`src/rtl/uart_pkg.sv`:
```
// Shared UART RX constants: oversample rate, divisor width, os index width.
// Used by the baud generator, RX FSM and sampler.
package uart_pkg;
  localparam int UART_OS_RATE = 16;
  localparam int UART_DIV_W   = 16;
  localparam int OS_W         = $clog2(UART_OS_RATE);
endpackage

```
`src/rtl/uart_presc.sv`:
```
// Prescaler with shadow/active divisor and pending flag.
// Ports: clk, rst (sync, active-low), en, div_val, div_load, resync -> term, div_pend.
module uart_presc #(
  parameter int DIV_W       = 16,
  parameter int DEFAULT_DIV = 1
) (
  input  logic             clk,
  input  logic             rst,
  input  logic             en,
  input  logic [DIV_W-1:0] div_val,
  input  logic             div_load,
  input  logic             resync,
  output logic             term,
  output logic             div_pend
);

  logic [DIV_W-1:0] presc;
  logic [DIV_W-1:0] div_act;
  logic [DIV_W-1:0] shadow;
  logic [DIV_W-1:0] n_m1;
  logic [DIV_W-1:0] nxt_div;

  // div_act of zero behaves as a divide-by-one
  assign n_m1 = (div_act == '0) ? '0
              : div_act - DIV_W'(1);

  // >= catches a shrink applied while frozen
  assign term = en && (presc >= n_m1);

  // a load in the applying cycle wins over the shadow
  assign nxt_div = div_load ? div_val : shadow;

  always_ff @(posedge clk) begin
    if (!rst) begin
      presc    <= '0;
      div_act  <= DIV_W'(DEFAULT_DIV);
      shadow   <= DIV_W'(DEFAULT_DIV);
      div_pend <= 1'b0;
    end else if (resync) begin
      presc    <= '0;
      div_act  <= nxt_div;
      shadow   <= nxt_div;
      div_pend <= 1'b0;
    end else begin
      if (div_load)
        shadow <= div_val;
      if (term) begin
        presc    <= '0;
        div_act  <= nxt_div;
        div_pend <= 1'b0;
      end else if (en) begin
        presc <= presc + DIV_W'(1);
        if (div_load)
          div_pend <= 1'b1;
      end else begin
        div_act  <= nxt_div;
        div_pend <= 1'b0;
      end
    end
  end

endmodule

```
`src/rtl/uart_baud_gen.sv`:
```
// Baud/oversample tick generator: os_tick every N clocks, mid/bit ticks.
// Ports: clk, rst, en, div_val, div_load, resync -> os_tick, mid_tick, bit_tick, os_cnt, div_pend.
module uart_baud_gen
  import uart_pkg::*;
#(
  parameter int DIV_W       = UART_DIV_W,
  parameter int OS_RATE     = UART_OS_RATE,
  parameter int DEFAULT_DIV = 1
) (
  input  logic                       clk,
  input  logic                       rst,
  input  logic                       en,
  input  logic [DIV_W-1:0]           div_val,
  input  logic                       div_load,
  input  logic                       resync,
  output logic                       os_tick,
  output logic                       mid_tick,
  output logic                       bit_tick,
  output logic [$clog2(OS_RATE)-1:0] os_cnt,
  output logic                       div_pend
);

  localparam int CW = $clog2(OS_RATE);

  logic term;

  uart_presc #(
    .DIV_W       (DIV_W),
    .DEFAULT_DIV (DEFAULT_DIV)
  ) u_presc (
    .clk      (clk),
    .rst      (rst),
    .en       (en),
    .div_val  (div_val),
    .div_load (div_load),
    .resync   (resync),
    .term     (term),
    .div_pend (div_pend)
  );

  // os_cnt wraps naturally: OS_RATE is a power of two
  always_ff @(posedge clk) begin
    if (!rst) begin
      os_cnt   <= '0;
      os_tick  <= 1'b0;
      mid_tick <= 1'b0;
      bit_tick <= 1'b0;
    end else if (resync) begin
      os_cnt   <= '0;
      os_tick  <= 1'b0;
      mid_tick <= 1'b0;
      bit_tick <= 1'b0;
    end else if (term) begin
      os_cnt   <= os_cnt + CW'(1);
      os_tick  <= 1'b1;
      mid_tick <= (os_cnt == CW'(OS_RATE/2 - 1));
      bit_tick <= (os_cnt == CW'(OS_RATE - 1));
    end else begin
      os_tick  <= 1'b0;
      mid_tick <= 1'b0;
      bit_tick <= 1'b0;
    end
  end

endmodule

```
`config.mk`:
```
export PLATFORM = sky130hd
export DESIGN_NAME = uart_baud_gen
export DESIGN_NICKNAME = d
export VERILOG_FILES = /design/src/rtl/uart_pkg.sv /design/src/rtl/uart_presc.sv /design/src/rtl/uart_baud_gen.sv
export SDC_FILE = /design/constraint.sdc
export NUM_CORES = 1
export LEC_CHECK = 0
export CAP_MARGIN = 20
export CORE_UTILIZATION = 30
export DETAILED_ROUTE_END_ITERATION = 12
export SKIP_LAST_GASP = 1
export SYNTH_ARGS = -nofsm -noshare
export SYNTH_HDL_FRONTEND = slang
export SYNTH_HIERARCHICAL = 1
export SYNTH_SLANG_ARGS = --single-unit
export TNS_END_PERCENT = 20
```
`constraint.sdc`:
```
create_clock -name clk -period 3.45 [get_ports clk]
set_clock_uncertainty 0.15 [all_clocks]
set_input_delay 0.5175 -clock clk [delete_from_list [all_inputs] [get_ports clk]]
set_output_delay 0.5175 -clock clk [all_outputs]
set_load 0.05 [all_outputs]
```
# Yosys cells after proc, flatten, opt, wreduce, memory -nomap -nowiden
# Cells that the tools add are included.
# word_totals
register_bits	56
in_bits	21
output_inout_bits	8
elab_cells	30
# classes
add_sub_neg	3
n_lt_le_gt_ge	1
n_eq_ne	3
muxes	6
n_bitwise	3
reduce_logical	6
# op_table
operator	n
$mux W16	5
$add A16 B1 Y16 const B	1
$ge A16 B16 Y1	1
$logic_not A16 Y1	1
$sub A16 B1 Y16 const B	1
$reduce_or A3 Y1	2
$add A4 B1 Y4 const B	1
$eq A4 B3 Y1 const B	1
$eq A4 B4 Y1 const B	1
$reduce_or A4 Y1	1
$ne A3 B1 Y1 const B	1
$not A1 Y1	3
$reduce_or A2 Y1	1
$logic_and A1 B1 Y1	1
$mux W1	1

# Logic depth before layout (Yosys ltp)
# logic_depth
word_depth	6
mapped_depth	14
depth_no_buf	13

# Modules after synthesis
# The synthesis kept the hierarchy.
# modules_own_cells
mod	instances	cells_per_inst	area_each_um2
uart_presc	1	276	2617.5
uart_baud_gen	1	26	281.5

# Least setup slack after synthesis
# Ideal clock, no wire load.
# synth_path
path_kind	reg-to-reg
startpoint	register u_presc.div_act[10]
endpoint	register bit_tick
setup_time_ns	0.116
t_arrival_ns	3.005
required_ns	3.184
slack_ns	0.179
stages_incl_launch_ff	13
path_buffers	1
synth_period_minus_slack_ns	3.271
path_cell_list	dfxtp_1 -> or4_1 -> nor2_1 -> nand4_1 -> and2_1 -> ha_1 -> a31oi_1 -> and2b_2 -> o311ai_4 -> a41oi_1 -> buf_4 -> and4b_1 -> and3_1
# synth_between
elab_chain_len	6
elab_cells_between_ends	7
# synth_rtl
item	line_no	text
from (decl)	uart_presc.sv:18	logic [DIV_W-1:0] div_act;
from (signal assigned)	uart_presc.sv:36	div_act <= DIV_W'(DEFAULT_DIV);
from (signal assigned)	uart_presc.sv:41	div_act <= nxt_div;
from (signal assigned)	uart_presc.sv:49	div_act <= nxt_div;
$sub A16 B1 Y16 / $logic_not A16 Y1 (equally long branches)	uart_presc.sv:25, uart_presc.sv:24	
$mux W16 (*)	uart_presc.sv:24	assign n_m1 = (div_act == '0) ? '0
$ge A16 B16 Y1 (*)	uart_presc.sv:28	assign term = en && (presc >= n_m1);
$logic_and A1 B1 Y1 (*)	uart_presc.sv:28	
net term	uart_baud_gen.sv:25	logic term;
$not A1 Y1 (no line) (*)	--	
$reduce_or A3 Y1 (no line) (*)	--	
to (signal assigned)	uart_baud_gen.sv:57	bit_tick <= (os_cnt == CW'(OS_RATE - 1));
to (decl)	uart_baud_gen.sv:18	output logic bit_tick,
# Mark *: on every way through the listed nets, which the timed path passes. The rest lies on a longest branch.
# A chain may end at the register's enable or synchronous reset.

# Final worst setup path
# layout_path
startpoint	register u_presc.div_act[2]
endpoint	register os_cnt[2]
# layout_between
elab_chain_len	4
elab_cells_between_ends	5
# layout_rtl
item	line_no	text
$sub A16 B1 Y16 / $logic_not A16 Y1 (equally long branches)	uart_presc.sv:25, uart_presc.sv:24	
$mux W16 (*)	uart_presc.sv:24	
$ge A16 B16 Y1 (*)	uart_presc.sv:28	
$logic_and A1 B1 Y1 (*)	uart_presc.sv:28	
net term	uart_baud_gen.sv:25	
to (signal assigned)	uart_baud_gen.sv:54	os_cnt <= os_cnt + CW'(1);
to (decl)	uart_baud_gen.sv:19	output logic [$clog2(OS_RATE)-1:0] os_cnt,
# Marks and branches as above.

==> flow_metrics.env <==
export IMPL_area_growth_pct=20.54
export IMPL_worstMarginPinSlew_ns=0.5434
export IMPL_final_max_slew_violation_count=0
export IMPL_num_nets_final=383
export IMPL_pwr_density_cell_nw_per_um2=374.9
export IMPL_status="completed"
export IMPL_postRouteWirelength_mm=5.463
export IMPL_rr_endpoint="os_cnt[2]"
export IMPL_startpoint="u_presc/div_act[2]"
export IMPL_avgSynthCellArea_um2=9.599
export IMPL_dp_hpwl_mm=4.152
export IMPL_ys_ff_latch=56
export IMPL_clockRootBuffer="clkbuf_8"
export IMPL_dieArea_um2=10060
export IMPL_ff2ff_setup_slack_ns=0.17
export IMPL_drt_iter0_drc=77
export IMPL_fp_dieW_um=100.3
export IMPL_coreArea_um2=9284
export IMPL_hold_viol=0
export IMPL_cts_tree="done"
export IMPL_timing_hold_ws_ns=0.3397
export IMPL_ant_nets=0
export IMPL_io_pins=29
export IMPL_vias=2142
export IMPL_async_flop_share_pct=0
export IMPL_htreeDepth=2
export IMPL_grt_max_degree=22
export IMPL_finalSetupViolCount=0
export IMPL_ir_worst_vdd_mv=0.2051
export IMPL_setup_worst_path_end="os_cnt[2]"
export IMPL_layout_commonest_cell="dfxtp_1"
export IMPL_hp_class="reg2reg"
export IMPL_cts_hold_fix_buffers=0
export IMPL_period_minus_slack_ns=3.275
export IMPL_firstDrtPassIters=4
export IMPL_cts_buffers=5
export IMPL_slowest_delay_ns=0.37
export IMPL_timing_fmax_ghz=0.3053
export IMPL_worstPathCellList="nor4_2 -> buf_4 -> nand2_1 -> or3_1 -> xnor2_1 -> nand2_1 -> ha_1 -> nand2_1 -> nor4_4 -> o311ai_4 -> a41oi_2 -> buf_4 -> nand3b_1 -> a21oi_1"
export IMPL_synthFlopType="dfxtp_1"
export IMPL_crit_type="reg2reg"
export IMPL_finalCritPeriodShare_pct=94.93
export IMPL_drc=0
export IMPL_crit_required_ns=3.54
export IMPL_initial_core_util_pct=31.23
export IMPL_p_leak_nw=1.385
export IMPL_cp_slowest_cell="nor4_4"
export IMPL_r2r_start="u_presc/div_act[2]"
export IMPL_yosysTopAreaCellShare_pct=38.67
export IMPL_cts_sinks=56
export IMPL_min_path_cells=2
export IMPL_syn_area_um2=2899
export IMPL_avgViaCountPerCell=4.538
export IMPL_row_count=35
export IMPL_antenna_cells=0
export IMPL_clk_pin_slew_worst_paths_ns=0.10
export IMPL_cap_viol_max_count=0
export IMPL_grt_pass1_vias=2033
export IMPL_synth_seq_area_share_pct=38.67
export IMPL_critPathMostFrequentCell="nand2_1"
export IMPL_grt_total_usage_pct=11.58
export IMPL_synthDistinctLibCells=45
export IMPL_cp_arrival_ns=3.37
export IMPL_post_cts_setup_buffer_count=0
export IMPL_power_mw=1.310
export IMPL_wl_per_cell_um=11.57
export IMPL_netlist_instances=302
export IMPL_grt_pass1_wl_mm=9.390
export IMPL_synth_top_area_cell="dfxtp_1"
export IMPL_portBuffers=28
export IMPL_synth_edff_count=0
export IMPL_die_y_um=100.3
export IMPL_critical_path_startpoint_type="register"
export IMPL_clockBufferDepth=2
export IMPL_crit_fanout=4
export IMPL_antenna_found_initial=0
export IMPL_gp_routability_congestion=0.7853
export IMPL_insertion_delay_ns=0.31
export IMPL_drive_gt1_share_pct=14.29
export IMPL_synth_area_leaders="dfxtp_1 (39%), ha_1 (8.6%), mux2i_1 (6.6%)"
export IMPL_synth_net_count=343
export IMPL_end_kind="register"
export IMPL_grt_ovfl_total=0
export IMPL_mostFrequentLayoutCells="dfxtp_1 (56), nand2_1 (33), nor2_1 (31)"
export IMPL_rr_worst_depth=14
export IMPL_synth_yosys_warnings=6
export IMPL_slew_headroom_pct=63.50
export IMPL_rsz0062_at_grt="true"
==> routing by layer <==
metal	part of all wire [%]	vias up	track usage [%]	wire length, um
met2	45	20	18.91	2447
met5	0	-	0	0
met4	0.93	0	3.679	51
li1	-	1129	-	-
met3	2.2	4	2.089	120
met1	52	989	15.45	2843
==> cells in the mapped netlist, types with 2 or more instances <==
cell type and count:
nor2_1 31, o21ai_0 3, buf_2 5, nor3_1 8, mux2i_1 19, and3_1 4
nand3_1 6, nand2b_1 2, dfxtp_1 56, o22a_2 15, ha_1 20, inv_1 6
nand3b_1 3, or3_1 3, nand2_1 33, nand4_1 7, buf_6 2, and4_1 2
a21oi_1 7, xnor2_1 15, nor2b_1 17, xor2_1 15
==> critical path: cells and delay by family, from the launching register on <==
kind,cells,cell delay (ns)
DFF,1,0.34
xor gates and xnor gates,1,0.16
AOI/OAI and AO/OA,3,0.57
adders and majority gates,1,0.27
and+or+nand+nor,7,1.37
buffers and inverters,2,0.38
==> report_power, final <==
| part | internal, mW | switching [mW] |
|---|---|---|
| clock | 0.145 | 0.214 |
| sequential | 0.677 | 0.0239 |
| combinational | 0.128 | 0.122 |
==> logic make-up (layout without fill, tap and decap cells) <==
logic type	count (synthesis)	in the layout	share of synthesized area (%)
and+or+nand+nor	128	128	23.52
DFF	56	56	38.67
AOI/OAI and AO/OA	33	33	10.06
xor gates and xnor gates	30	30	9.064
adders and majority gates	20	20	8.632
muxes	19	19	6.560
buffers and inverters	16	57	3.496
==> sequential cells by signal, summed over array words and instances, names as in the netlist <==
signal and flops:
u_presc/div_act 16, u_presc/presc 16, u_presc/shadow 16, os_cnt 4
bit_tick 1, mid_tick 1, os_tick 1, u_presc/div_pend 1
==> through the flow <==
stage                     setup slack, ns  TNS [ns]  instances  util, %  area (um^2)
after global routing             -0.02869   -0.3392        472    37.64         3495
final                              0.1749         0        472    37.64         3495
after CTS                        -0.04121   -0.3226        472    37.39         3471
after global placement           0.003205         0        464    36.35         3374
after detailed placement         -0.03916   -0.1310        464    36.35         3374
after floorplan                    0.1792         0        302        -         2899
==> area by class of cell <==
| type | instances | area [um^2] |
|---|---|---|
| clock buffers | 6 | 72.57 |
| repair buffers | 43 | 392.9 |
| flip-flops and latches | 56 | 1121 |
| multi-input cells | 230 | 1708 |
| clock inverters | 2 | 16.27 |
| fillers | 977 | 5789 |
| inverters | 6 | 22.52 |
| well taps | 129 | 161.4 |
==> worst min-delay path by stage <==
stage	from	to	slack, ns
global route	u_presc/shadow[0]	u_presc/shadow[0]	0.39
finish	u_presc/shadow[0]	u_presc/shadow[0]	0.34
CTS	u_presc/shadow[0]	u_presc/shadow[0]	0.35
global placement	u_presc/shadow[0]	u_presc/shadow[0]	0.31
floorplan	u_presc/shadow[0]	u_presc/shadow[0]	0.29
detailed placement	u_presc/shadow[0]	u_presc/shadow[0]	0.32
==> what timing repair did <==
action | CTS | global route
gates resized for setup | 1 | 7
pin swaps | 0 | 1
setup endpoints to repair | 19 | 38
(Power assumes the default switching activity.)
